**config.mk**
```make
export PLATFORM = sky130hd
export DESIGN_NAME = peripheral_putresult_flat
export DESIGN_NICKNAME = d
export VERILOG_FILES = /design/src/rtl/peripheral_putresult_if.sv /design/src/rtl/peripheral_putresult.sv /design/src/flat_wrapper.sv
export SDC_FILE = /design/constraint.sdc
export NUM_CORES = 1
export LEC_CHECK = 0
export ABC_AREA = 1
export CORE_MARGIN = 4
export CORE_UTILIZATION = 45
export DETAILED_ROUTE_END_ITERATION = 6
export GPL_TIMING_DRIVEN = 0
export HOLD_SLACK_MARGIN = 0.12
export PLACE_DENSITY = 0.75
export SLEW_MARGIN = 0
export SYNTH_ARGS = -nofsm -noshare
export SYNTH_HDL_FRONTEND = slang
export SYNTH_SLANG_ARGS = --single-unit
```
**constraint.sdc**
```tcl
create_clock -name clk -period 2.9 [get_ports clk]
set_clock_uncertainty 0.2 [all_clocks]
set_input_delay 0.725 -clock clk [delete_from_list [all_inputs] [get_ports clk]]
set_output_delay 0.725 -clock clk [all_outputs]
set_load 0.02 [all_outputs]
```
**src/rtl/peripheral_putresult_if.sv**
```systemverilog
// Byte-stream handshake bundle for the result serializer: word load/abort
// controls on the input side, byte/index/valid plus status on the output side.
interface peripheral_putresult_if #(
  parameter int NBYTES = 4,
  parameter int IDXW   = 2
);
  logic                  load;
  logic [NBYTES*8-1:0]   datain;
  logic                  manual;
  logic                  step;
  logic                  out_ready;
  logic                  clear;
  logic [7:0]            out_byte;
  logic [IDXW-1:0]       out_idx;
  logic                  out_valid;
  logic                  busy;
  logic                  done;

  // Serializer side
  modport slave (
    input  load, datain, manual, step, out_ready, clear,
    output out_byte, out_idx, out_valid, busy, done
  );

  // Datapath / consumer side
  modport master (
    output load, datain, manual, step, out_ready, clear,
    input  out_byte, out_idx, out_valid, busy, done
  );
endinterface

```
**src/rtl/peripheral_putresult.sv**
```systemverilog
// Result word serializer: captures a NBYTES*8-bit word on load and presents
// it one byte at a time, LSB first, with index and valid/ready handshake.
// Advance comes from out_ready, or from the debounced step pulse in manual
// mode. All outputs come straight from registers.
module peripheral_putresult #(
  parameter int NBYTES = 4,
  parameter int IDXW   = 2
) (
  input  logic clk,
  input  logic reset,
  peripheral_putresult_if.slave bus
);

  localparam int              W    = NBYTES * 8;
  localparam logic [IDXW-1:0] LAST = IDXW'(NBYTES - 1);

  typedef enum logic {IDLE, SEND} state_t;

  state_t          state_q, state_d;
  logic [W-1:0]    shift_q, shift_d;
  logic [IDXW-1:0] idx_q,   idx_d;
  logic            valid_q, valid_d;
  logic            busy_q,  busy_d;
  logic            done_q,  done_d;
  logic            adv;

  // Next-state logic: clear dominates, then load (IDLE) or beat accept (SEND).
  // The current byte is always the low byte of the shift register, so the
  // "next byte" on accept is simply the word shifted down by 8.
  always_comb begin
    state_d = state_q;
    shift_d = shift_q;
    idx_d   = idx_q;
    valid_d = valid_q;
    busy_d  = busy_q;
    done_d  = 1'b0;
    adv     = bus.manual ? bus.step : bus.out_ready;

    if (bus.clear) begin
      state_d = IDLE;
      valid_d = 1'b0;
      busy_d  = 1'b0;
      idx_d   = '0;
    end else begin
      unique case (state_q)
        IDLE: begin
          if (bus.load) begin
            state_d = SEND;
            shift_d = bus.datain;
            idx_d   = '0;
            valid_d = 1'b1;
            busy_d  = 1'b1;
          end
        end
        SEND: begin
          if (valid_q && adv) begin
            if (idx_q == LAST) begin
              state_d = IDLE;
              valid_d = 1'b0;
              busy_d  = 1'b0;
              idx_d   = '0;
              done_d  = 1'b1;
            end else begin
              shift_d = {8'h00, shift_q[W-1:8]};
              idx_d   = idx_q + IDXW'(1);
            end
          end
        end
        default: state_d = IDLE;
      endcase
    end
  end

  // State and output registers with asynchronous active-low reset.
  always_ff @(posedge clk or negedge reset) begin
    if (!reset) begin
      state_q <= IDLE;
      shift_q <= '0;
      idx_q   <= '0;
      valid_q <= 1'b0;
      busy_q  <= 1'b0;
      done_q  <= 1'b0;
    end else begin
      state_q <= state_d;
      shift_q <= shift_d;
      idx_q   <= idx_d;
      valid_q <= valid_d;
      busy_q  <= busy_d;
      done_q  <= done_d;
    end
  end

  assign bus.out_byte  = shift_q[7:0];
  assign bus.out_idx   = idx_q;
  assign bus.out_valid = valid_q;
  assign bus.busy      = busy_q;
  assign bus.done      = done_q;

endmodule

```
**src/flat_wrapper.sv**
```systemverilog
// flat-port wrapper written by rule: the top's interface ports become plain ports
module peripheral_putresult_flat 
#(
  parameter int NBYTES = 4,
  parameter int IDXW   = 2
)
  (clk, reset, bus_load, bus_datain, bus_manual, bus_step, bus_out_ready, bus_clear, bus_out_byte, bus_out_idx, bus_out_valid, bus_busy, bus_done);
  peripheral_putresult_if #(.NBYTES(NBYTES), .IDXW(IDXW)) bus_i ();
  input  logic clk;
  input  logic reset;
  input wire logic [$bits(bus_i.load)-1:0] bus_load;
  input wire logic [$bits(bus_i.datain)-1:0] bus_datain;
  input wire logic [$bits(bus_i.manual)-1:0] bus_manual;
  input wire logic [$bits(bus_i.step)-1:0] bus_step;
  input wire logic [$bits(bus_i.out_ready)-1:0] bus_out_ready;
  input wire logic [$bits(bus_i.clear)-1:0] bus_clear;
  output wire logic [$bits(bus_i.out_byte)-1:0] bus_out_byte;
  output wire logic [$bits(bus_i.out_idx)-1:0] bus_out_idx;
  output wire logic [$bits(bus_i.out_valid)-1:0] bus_out_valid;
  output wire logic [$bits(bus_i.busy)-1:0] bus_busy;
  output wire logic [$bits(bus_i.done)-1:0] bus_done;
  assign bus_i.load = bus_load;
  assign bus_i.datain = bus_datain;
  assign bus_i.manual = bus_manual;
  assign bus_i.step = bus_step;
  assign bus_i.out_ready = bus_out_ready;
  assign bus_i.clear = bus_clear;
  assign bus_out_byte = bus_i.out_byte;
  assign bus_out_idx = bus_i.out_idx;
  assign bus_out_valid = bus_i.out_valid;
  assign bus_busy = bus_i.busy;
  assign bus_done = bus_i.done;
  peripheral_putresult #(.NBYTES(NBYTES), .IDXW(IDXW)) u_core (.clk(clk), .reset(reset), .bus(bus_i));
endmodule
```
Word-level counts from Yosys, hierarchy flattened
Cells that the tools add are included.
{"block": "classes", "addsub": 1, "eq_ne": 7, "n_mux": 24, "bitwise_logic": 2, "n_reduce_logical": 4}
{"operator": "$mux 32", "n": 3}
{"operator": "$pmux 32 s2", "n": 1}
{"operator": "$mux 1", "n": 13}
{"operator": "$ne 3x3->1 const B", "n": 3}
{"operator": "$mux 2", "n": 4}
{"operator": "$ne 2x2->1 const B", "n": 3}
{"operator": "$pmux 1 s2", "n": 2}
{"operator": "$pmux 2 s2", "n": 1}
{"operator": "$reduce_and 4->1", "n": 1}
{"operator": "$reduce_and 3->1", "n": 1}
{"operator": "$add 2x1->2 const B", "n": 1}
{"operator": "$eq 2x2->1 const B", "n": 1}
{"operator": "$not 1->1", "n": 2}
{"operator": "$reduce_and 2->1", "n": 1}
{"operator": "$logic_and 1x1->1", "n": 1}
{"block": "word_totals", "register_bits": 37}

Depth between registers and ports, before layout
Gate-level depths: netlist of the first run.
{"block": "depth", "word_depth": 5, "ltp_mapped": 8, "mapped_depth_nobuf": 7}

Worst setup path before layout of the first run
Ideal clock, no wire load.
{"block": "synth_path", "kind": "input-to-reg", "from": "in bus_out_ready", "to": "reg u_core.shift_q[2]", "setup_time_ns": 0.122, "arrival_ns": 1.409, "required_ns": 2.578, "setup_slack_ns": 1.170, "path_stages": 8, "n_path_buf": 1, "path_cell_list": "clkinv_1 -> nand2_1 -> nand3_2 -> nand2_2 -> nand3_4 -> buf_6 -> nand2_1 -> o21ai_2"}
{"block": "synth_via", "elab_chain_cells": 4}
{"element": "start: declaration", "line": "flat_wrapper.sv:15", "source": "input wire logic [$bits(bus_i.out_ready)-1:0] bus_out_ready;"}
{"element": "$mux 1", "line": "peripheral_putresult.sv:37", "source": "adv = bus.manual ? bus.step : bus.out_ready;"}
{"element": "$logic_and 1x1->1", "line": "peripheral_putresult.sv:56", "source": "if (valid_q && adv) begin"}
{"element": "$ne 2x2->1 (no source line)"}
{"element": "$reduce_and 4->1 (no source line)"}
{"element": "end signal: assignment", "line": "peripheral_putresult.sv:85", "source": "shift_q <= shift_d;"}
{"element": "end: declaration", "line": "peripheral_putresult.sv:20", "source": "logic [W-1:0] shift_q, shift_d;"}
Every way passes these cells.
A chain may end at the register's enable or synchronous reset.

==> results of run 1 <==
## layer usage
| layer | vias up | GRT usage | part of all wire |
|---|---|---|---|
| met5 | - | 0 | 0 |
| met4 | 0 | 0.05336 | 0.010 |
| met3 | 4 | 0.03919 | 0.070 |
| met2 | 39 | 0.2500 | 0.47 |
| met1 | 658 | 0.1947 | 0.45 |
| li1 | 731 | - | - |
## layout make-up
type	instances	area, sq um
Buffer	19	191.4
Sequential cell	37	925.9
Clock buffer	7	86.33
Timing Repair Buffer	51	505.5
Fill cell	357	1483
Tap cell	50	62.56
Multi-Input combinational cell	123	830.8
Inverter	8	30.03
## critical path, cell delays in order (launching register included)
cell and delay (ns):
dfrtp_1 0.40, buf_4 0.12, clkdlybuf4s50_1 0.59
## power groups by stage
stage	Combinational, mW	Clock (mW)	Sequential, mW
final	0.448	0.355	0.663
after floorplan	0.300	0	0.662
after detailed placement	0.453	0	0.672
after CTS	0.455	0.364	0.663
after global placement	0.446	0	0.669
after global routing	0.488	0.387	0.677
## sequential cells by signal, summed over array words and instances, names as in the netlist
register            cells
u_core.bus.done         1
u_core.shift_q         32
u_core.bus.out_idx      2
u_core.state_q          1
u_core.bus.busy         1
## cells in the final DEF (no fill, tap or decap)
master           Yosys  final
nand2_2              1      1
nand2_4              1      1
nand3_1              9      9
ha_1                 1      1
a21oi_2              1      1
nand2_1             47     47
clkbuf_8             0      6
inv_2                1      1
o21ai_1              1      1
mux2i_1             24     24
o21ai_2             32     32
buf_2                1      2
clkinv_1             1      1
clkbuf_1             0      1
clkdlybuf4s50_1      0     50
nand3_4              1      1
nor2_1               3      3
nand4_1              1      1
buf_12               2      2
nand3_2              1      1
buf_6                7      7
inv_1                6      6
buf_4                9      9
dfrtp_1             37     37
## cells by family after synthesis
logic type      count (synthesis)
simple gates                   64
buf+inv                        27
compound gates                 34
fa+ha+maj                       1
flops                          37
mux                            24
## path summary, 6_finish.rpt
kind	endpoint	startpoint	slack, ns	depth (start not counted)
worst max register to register	u_core.shift_q[23]	u_core.bus.out_idx[0]	1.20	6
max in group asynchronous	u_core.shift_q[22]	reset	1.64	1
worst max-delay path	bus_out_valid	u_core.bus.busy	0.58	2
worst min-delay path	u_core.shift_q[4]	u_core.shift_q[4]	0.28	2
min in group asynchronous	u_core.shift_q[6]	reset	0.35	1
worst min register to register	u_core.shift_q[4]	u_core.shift_q[4]	0.28	2
## through the flow
stage          cells  instance area (sq um)  hold WS, ns    util
4_1_cts          295                   2633       0.2855  0.6397
5_1_grt          295                   2633       0.2970  0.6397
2_1_floorplan    187                   1978       0.2294       -
6_report         295                   2633       0.2818  0.6397
3_3_place_gp     288                   2551       0.2652  0.6199
3_5_place_dp     288                   2546       0.2695  0.6187
==> run_results.csv, run 1 <==
group,metric,value,unit
detailed_routing,wl_per_cell,12.94,um
clock_network,path_clk_slew,0.07,ns
synthesis,synthFlopType,"dfrtp_1",
synthesis,synthSimpleGateAreaFrac,0.1436,
setup_path,critical_path_peak_fanout,4,
setup_path,worstPathRequired,1.98,ns
grt,grt.total_usage,0.1519,
power_and_ir_drop,ir_worst_vdd,0.0002863,V
placed_design,place_hpwl,2.813,mm
die,start_util,0.4807,
cells_and_area,syn_to_final_growth,33.08,%
synthesis,ys_types,21,
grt,grt_max_degree,38,
synthesis,yosys.area_share.xor_xnor,0,
power_and_ir_drop,finalPower,1.466,mW
synthesis,syn_area_per_cell,10.58,sq um
die,fp.dieH,74.30,um
placed_design,io_buffers,51,
timing,fmax,0.4302,GHz
synthesis,synth_most_common_cell,"nand2_1",
grt,grt_pass1_wl,6.341,mm
detailed_routing,via_count,1432,
setup_path,worstSetupStartpointType,"register",
min_path,min_path_type,"register to register",
synthesis,synthTopCellsByArea,"dfrtp_1 47%, o21ai_2 14%, mux2i_1 12%",
synthesis,synth_edf_count,0,
cells_and_area,fin_nets,285,
clock_network,clock_sinks,37,
timing,setup-violations-final,0,
placed_design,routabilityCongestion,0.7191,
power_and_ir_drop,switching_share,0.2912,
timing,hold_violations,0,
grt,grt_antenna_before_repair,0,
clock_network,cts_tree,"yes",
clock_network,htree_levels,2,
synthesis,muxShareOfSynthArea,0.1214,
detailed_routing,drc,0,
timing,max_slew_margin,0.4463,
die,num_rows,23,
power_and_ir_drop,power.internal,1.039,mW
synthesis,synth_top_family_by_area,"compound AO/OA/AOI/OAI gates",
power_and_ir_drop,p_leak,1.223,nW
synthesis,yosysSeqAreaShare,0.4681,
synthesis,async_reset_ff_frac,1.000,
synthesis,synth_compound_area_frac,0.1486,
detailed_routing,drtIter0Drc,46,
die,boundaryPins,52,
synthesis,yosys.area.top_type,"dfrtp_1",
power_and_ir_drop,clkPwrFrac,0.242,
clock_network,cts_hold_buffers,0,
die,coreArea,4115,sq um
synthesis,ys_ff_latch,37,
setup_path,worst_ep_arrival_time,1.40,ns
grt,overflow,0,
grt,grt_pass1_vias,1384,
flow_run,maxCapViolations,0,
timing,slew_viol_final,0,
setup_path,crit_path_end_kind,"primary output",
cells_and_area,drive_above_1_share,0.2612,
power_and_ir_drop,power_frac_seq,0.452,
detailed_routing,drtAntennaViolNets,0,
status,status,"finished, final reports clean",
power_and_ir_drop,pwr_density_cell,556.8,nW/um^2
cells_and_area,diodes,0,
power_and_ir_drop,comb_power_share,0.306,
die,die_w,74.30,um
setup_path,path_class,"register to primary output",
detailed_routing,first_pass_iters,4,
placed_design,dp_slack,0.5501,ns
clock_network,clock_path_buffers,2,
synthesis,synthAdderAreaFrac,0.006325,
synthesis,netlist.area_leader.share,0.4681,
clock_network,clock_latency,0.28,ns
synthesis,yosys_warnings,0,
synthesis,syn_nets,227,
die,die_area,5520,sq um
power_and_ir_drop,p_switching,0.4268,mW
clock_network,cts_setup_buffers,0,
detailed_routing,wl,3.816,mm
clock_network,post_cts_resized,0,
timing,rsz0062_at_grt,"false",
clock_network,cts_buffers,5,
synthesis,syn_area,1978,sq um
synthesis,synthTopCellsByCount,"47 x nand2_1, 37 x dfrtp_1, 32 x o21ai_2",
synthesis,netlist_instances,187,
timing,worst_slew_pin_slew,0.8306,ns
timing,setup_ws,0.5756,ns
timing,finalCriticalPeriod,2.324,ns
clock_network,cts-root-buf,"clkbuf_8",
timing,setup_tns,0,ns
timing,fin_crit_sh,0.8015,
detailed_routing,avgViaCountPerCell,4.854,
Power figures use the tool's default switching activity.
==> inputs of run 2 (changes only) <==
- clock period: 2.9 -> 2.19 ns (I/O delays scaled with it)
==> run 2 against run 1 <==
First-iteration DRC count did not move. Clock-buffer cell count did not move. Global-route usage did not move. Routed wire length barely moved. Largest cell class unchanged. Utilization rose by 0.061 points. Non-clock buffer count did not move. Die area did not move. Critical endpoint is now bus_out_idx[0]. Final cell count did not move.
==> run_results.csv, run 2 (synthesis results as in run 1) <==
group,metric,value,unit
status,status,"finished, final reports clean",
setup_path,path_class,"register to primary output",
cells_and_area,diodes,0,
clock_network,cts-root-buf,"clkbuf_8",
timing,hold_violations,0,
detailed_routing,drtAntennaViolNets,0,
setup_path,crit_buf_inv,1,
setup_path,worstSetupStartpointType,"register",
timing,slew_viol_final,0,
clock_network,clock_latency,0.28,ns
timing,fin_crit_sh,0.9460,
die,coreArea,4115,sq um
cells_and_area,post-route-util,0.6403,
timing,finalCriticalPeriod,2.072,ns
die,fp.dieH,74.30,um
setup_path,crit_family,"buffers and inverters",
clock_network,cts_hold_buffers,0,
detailed_routing,avgViaCountPerCell,4.854,
clock_network,cts_tree,"yes",
cells_and_area,largest_reg_flops,32,
cells_and_area,layout_common_cells,"49 x clkdlybuf4s50_1, 47 x nand2_1, 37 x dfrtp_1",
clock_network,cts_buffers,5,
timing,fmax,0.4827,GHz
power_and_ir_drop,finalPower,1.940,mW
die,boundaryPins,52,
cells_and_area,syn_to_final_growth,33.21,%
detailed_routing,wl,3.818,mm
clock_network,clock_path_buffers,2,
placed_design,place_hpwl,2.813,mm
cells_and_area,fin_nets,285,
clock_network,clock_sinks,37,
setup_path,slowest_stage,"clkdlybuf4s50_1",
cells_and_area,drive_above_1_share,0.2612,
clock_network,cts_setup_buffers,0,
placed_design,io_buffers,51,
cells_and_area,regMostFlops,"u_core.shift_q",
timing,max_slew_margin,0.4463,
detailed_routing,first_pass_iters,4,
setup_path,slowest_delay,0.63,ns
die,start_util,0.4807,
detailed_routing,drc,0,
timing,setup_ws,0.1183,ns
grt,grt_max_degree,38,
timing,setup-violations-final,0,
setup_path,path_cells,"clkdlybuf4s50_1",
setup_path,r2r_slack,0.49,ns
grt,overflow,0,
power_and_ir_drop,p_leak,1.237,nW
grt,grt_pass1_vias,1384,
die,die_w,74.30,um
placed_design,routabilityCongestion,0.7191,
setup_path,crit_path_end_kind,"primary output",
timing,worst_slew_pin_slew,0.8306,ns
setup_path,worstPathRequired,1.44,ns
placed_design,dp_slack,0.01761,ns
min_path,min_path_type,"input pin to asynchronous set/reset pin",
setup_path,r2r_cells,6,
detailed_routing,drtIter0Drc,46,
power_and_ir_drop,pwr_density_cell,736.4,nW/um^2
clock_network,path_clk_slew,0.07,ns
die,die_area,5520,sq um
cells_and_area,layout_commonest_cell,"clkdlybuf4s50_1",
detailed_routing,wl_per_cell,12.94,um
grt,grt_pass1_wl,6.341,mm
setup_path,worst_ep_arrival_time,1.32,ns
power_and_ir_drop,ir_worst_vdd,0.0003791,V
setup_path,cp.depth,1,
clock_network,htree_levels,2,
setup_path,critical_path_peak_fanout,4,
timing,rsz0062_at_grt,"false",
die,num_rows,23,
grt,grt.total_usage,0.1519,
flow_run,maxCapViolations,0,
grt,grt_antenna_before_repair,0,
detailed_routing,via_count,1432,
## run 2: path summary, 6_finish.rpt
| check | from | endpoint |
|---|---|---|
| max in group asynchronous | reset | u_core.shift_q[22] |
| worst min-delay path | reset | u_core.shift_q[6] |
| worst min register to register | u_core.shift_q[4] | u_core.shift_q[4] |
| min in group clk | u_core.shift_q[4] | u_core.shift_q[4] |
| worst max register to register | u_core.bus.out_idx[0] | u_core.shift_q[23] |
| worst max-delay path | u_core.bus.out_idx[0] | bus_out_idx[0] |
## run 2: layout make-up
class	instances	area, sq um
fill	356	1480
sequential	37	925.9
multi-input combinational	123	830.8
timing repair buffer	51	508.0
buffer	19	191.4
clock buffer	7	86.33
tap	50	62.56
inverter	8	30.03
## run 2: per-layer routing
metal	GRT usage	wire length, um	part of all wire	vias to the layer above
li1	-	-	-	731
met1	0.1947	1714	0.45	658
met3	0.03919	266	0.070	4
met4	0.05336	40	0.010	0
met2	0.2500	1797	0.47	39
met5	0	0	0	-
## run 2: power breakdown
| group | total, mW | leakage, nW | switching, mW | internal, mW |
|---|---|---|---|---|
| logic | 0.593 | 0.722 | 0.276 | 0.317 |
| registers | 0.878 | 0.471 | 0.0687 | 0.809 |
| clock network | 0.470 | 0.0443 | 0.221 | 0.249 |
## run 2: timing repair
| item | 4_1_cts | 5_1_grt |
|---|---|---|
| gates resized for setup | 0 | 1 |
| endpoints found under the hold margin | 0 | 0 |
| endpoints found under the setup margin | 0 | 1 |
## run 2: metrics by stage
stage | TNS [ns] | cells | instance area (sq um) | hold WS, ns
after detailed placement | 0 | 288 | 2546 | 0.2695
final | 0 | 295 | 2635 | 0.1679
after floorplan | 0 | 187 | 1978 | 0.05191
after CTS | 0 | 295 | 2633 | 0.1819
after global placement | -18.35 | 288 | 2551 | 0.2652
after global routing | 0 | 295 | 2635 | 0.2258
==> inputs of run 3 (changes only) <==
- REMOVE_ABC_BUFFERS: default -> 1
==> run 3 against run 2 <==
Sequential share of layout area increased by 1.6 points. Largest power group unchanged. Die area did not move. Utilization down 2.5 points. Worst hold slack worse by 0.016 ns. Register-to-register slack got worse by 0.27 ns. Combinational power shrank 13%. Sequential power rose by 1%. Fmax shrank 0.75%. Final cell count is 5.1% lower.
==> run_results.csv, run 3 (synthesis results as in run 1) <==
group,metric,value,unit
detailed_routing,drtIter0Drc,80,
die,fp.dieH,74.30,um
power_and_ir_drop,clkPwrFrac,0.301,
cells_and_area,fin_cells,280,
cells_and_area,diodes,0,
grt,gr-usage-met3,0.05000,
timing,worst_slew_pin_slew,0.8172,ns
detailed_routing,via_count,1430,
die,boundaryPins,52,
setup_path,worst_ep_arrival_time,2.05,ns
detailed_routing,first_pass_iters,4,
cells_and_area,syn_to_final_growth,28.02,%
power_and_ir_drop,p_leak,1.145,nW
power_and_ir_drop,switching_share,0.2849,
grt,grt_pass1_vias,1386,
placed_design,dp.cells,269,
detailed_routing,wl_per_cell,14.35,um
timing,rsz0062_at_grt,"false",
clock_network,clock_path_buffers,2,
clock_network,cts_buffers,5,
clock_network,path_clk_slew,0.07,ns
timing,fin_crit_sh,0.9531,
die,num_rows,23,
cells_and_area,drive_above_1_share,0.2174,
setup_path,crit_path_end_kind,"register",
detailed_routing,drtAntennaViolNets,0,
cells_and_area,fin_nets,269,
clock_network,cts-root-buf,"clkbuf_8",
grt,grt_antenna_before_repair,0,
setup_path,worstPathRequired,2.15,ns
detailed_routing,avgViaCountPerCell,5.107,
timing,max_slew_margin,0.4552,
die,coreArea,4115,sq um
timing,finalCriticalPeriod,2.087,ns
grt,grtUsageMet2,0.2313,
power_and_ir_drop,power_frac_seq,0.442,
timing,setup_tns,0,ns
min_path,min_path_type,"input pin to asynchronous set/reset pin",
clock_network,cts_tree,"yes",
flow_run,maxCapViolations,0,
setup_path,worstSetupStartpointType,"input pin",
placed_design,routabilityCongestion,0.7939,
timing,setup-violations-final,0,
die,die_w,74.30,um
grt,grt_pass1_wl,6.472,mm
grt,grt.total_usage,0.1561,
grt,busiest_layer,"met2",
clock_network,htree_levels,2,
power_and_ir_drop,p_switching,0.5721,mW
die,die_area,5520,sq um
clock_network,clock_sinks,37,
power_and_ir_drop,power.internal,1.436,mW
timing,fmax,0.4791,GHz
detailed_routing,wl,4.019,mm
power_and_ir_drop,comb_power_share,0.257,
timing,hold_violations,0,
cells_and_area,largest_reg_flops,32,
timing,slew_viol_final,0,
power_and_ir_drop,pwr_density_cell,792.8,nW/um^2
clock_network,clock_latency,0.28,ns
setup_path,critical_path_peak_fanout,32,
cells_and_area,layout_common_cells,"50 x clkdlybuf4s50_1, 47 x nand2_1, 36 x dfrtp_1",
grt,grt_max_degree,38,
placed_design,place_hpwl,2.385,mm
cells_and_area,layout_commonest_cell,"clkdlybuf4s50_1",
placed_design,io_buffers,51,
setup_path,path_class,"input pin to register",
power_and_ir_drop,ir_worst_vdd,0.0004578,V
status,status,"finished, final reports clean",
cells_and_area,regMostFlops,"u_core.shift_q",
grt,overflow,0,
detailed_routing,drc,0,
die,start_util,0.4807,
grt,use_met1,0.2196,
## run 3: metrics by stage
step	utilization	area [sq um]	hold slack (ns)	worst slack, ns	total power [mW]
floorplan	-	1787	0.05191	-0.4996	1.193
global placement	0.5734	2360	0.2636	-1.203	1.391
detailed placement	0.5725	2356	0.2690	-0.5637	1.404
CTS	0.6099	2510	0.1757	0.03905	2.028
global route	0.6154	2532	0.2309	0.001726	2.126
finish	0.6154	2532	0.1514	0.1026	2.008
## run 3: path summary, 6_finish.rpt
| path | startpoint | endpoint | slack, ns | cells after the start |
|---|---|---|---|---|
| max | bus_manual | u_core.shift_q[4] | 0.10 | 8 |
| min | reset | u_core.shift_q[7] | 0.15 | 1 |
| max reg2reg | u_core.state_q | u_core.shift_q[4] | 0.22 | 5 |
| max in group asynchronous | reset | u_core.state_q | 1.03 | 1 |
| min reg2reg | u_core.shift_q[7] | u_core.shift_q[7] | 0.28 | 2 |
| min in group clk | u_core.shift_q[7] | u_core.shift_q[7] | 0.28 | 2 |
## run 3: repair_timing
| item | 4_1_cts | 5_1_grt |
|---|---|---|
| hold buffers | 0 | 0 |
| buffers inserted | 0 | 1 |
| endpoints found under the hold margin | 0 | 0 |
| gates cloned | 2 | 0 |
| setup endpoints to repair | 32 | 30 |
| gates resized for setup | 3 | 1 |
## run 3: area by class of cell
class | instances | area, sq um
well taps | 50 | 62.56
inverters | 8 | 30.03
repair buffers | 52 | 520.5
clock inverters | 1 | 30.03
fillers | 360 | 1583
flip-flops and latches | 37 | 929.6
clock buffers | 7 | 86.33
multi-input cells | 125 | 873.3
## run 3: critical path, cell delays in order
cell	delay (ns)
clkdlybuf4s50_1	0.47
inv_1	0.04
nand2_1	0.06
nand3_2	0.09
nand2_2	0.20
nand3_4	0.36
nand2_1	0.18
o21ai_2	0.07
## run 3: power by group through the flow
stage	clock network, mW	logic, mW	registers, mW
after floorplan	0	0.256	0.937
after CTS	0.621	0.512	0.895
after detailed placement	0	0.497	0.907
final	0.603	0.517	0.888
after global routing	0.653	0.570	0.903
after global placement	0	0.492	0.899
## run 3: routing by layer
metal | vias up | share of wire
li1 | 707 | -
met1 | 661 | 0.47
met2 | 54 | 0.44
met3 | 8 | 0.072
met4 | 0 | 0.015
met5 | - | 0
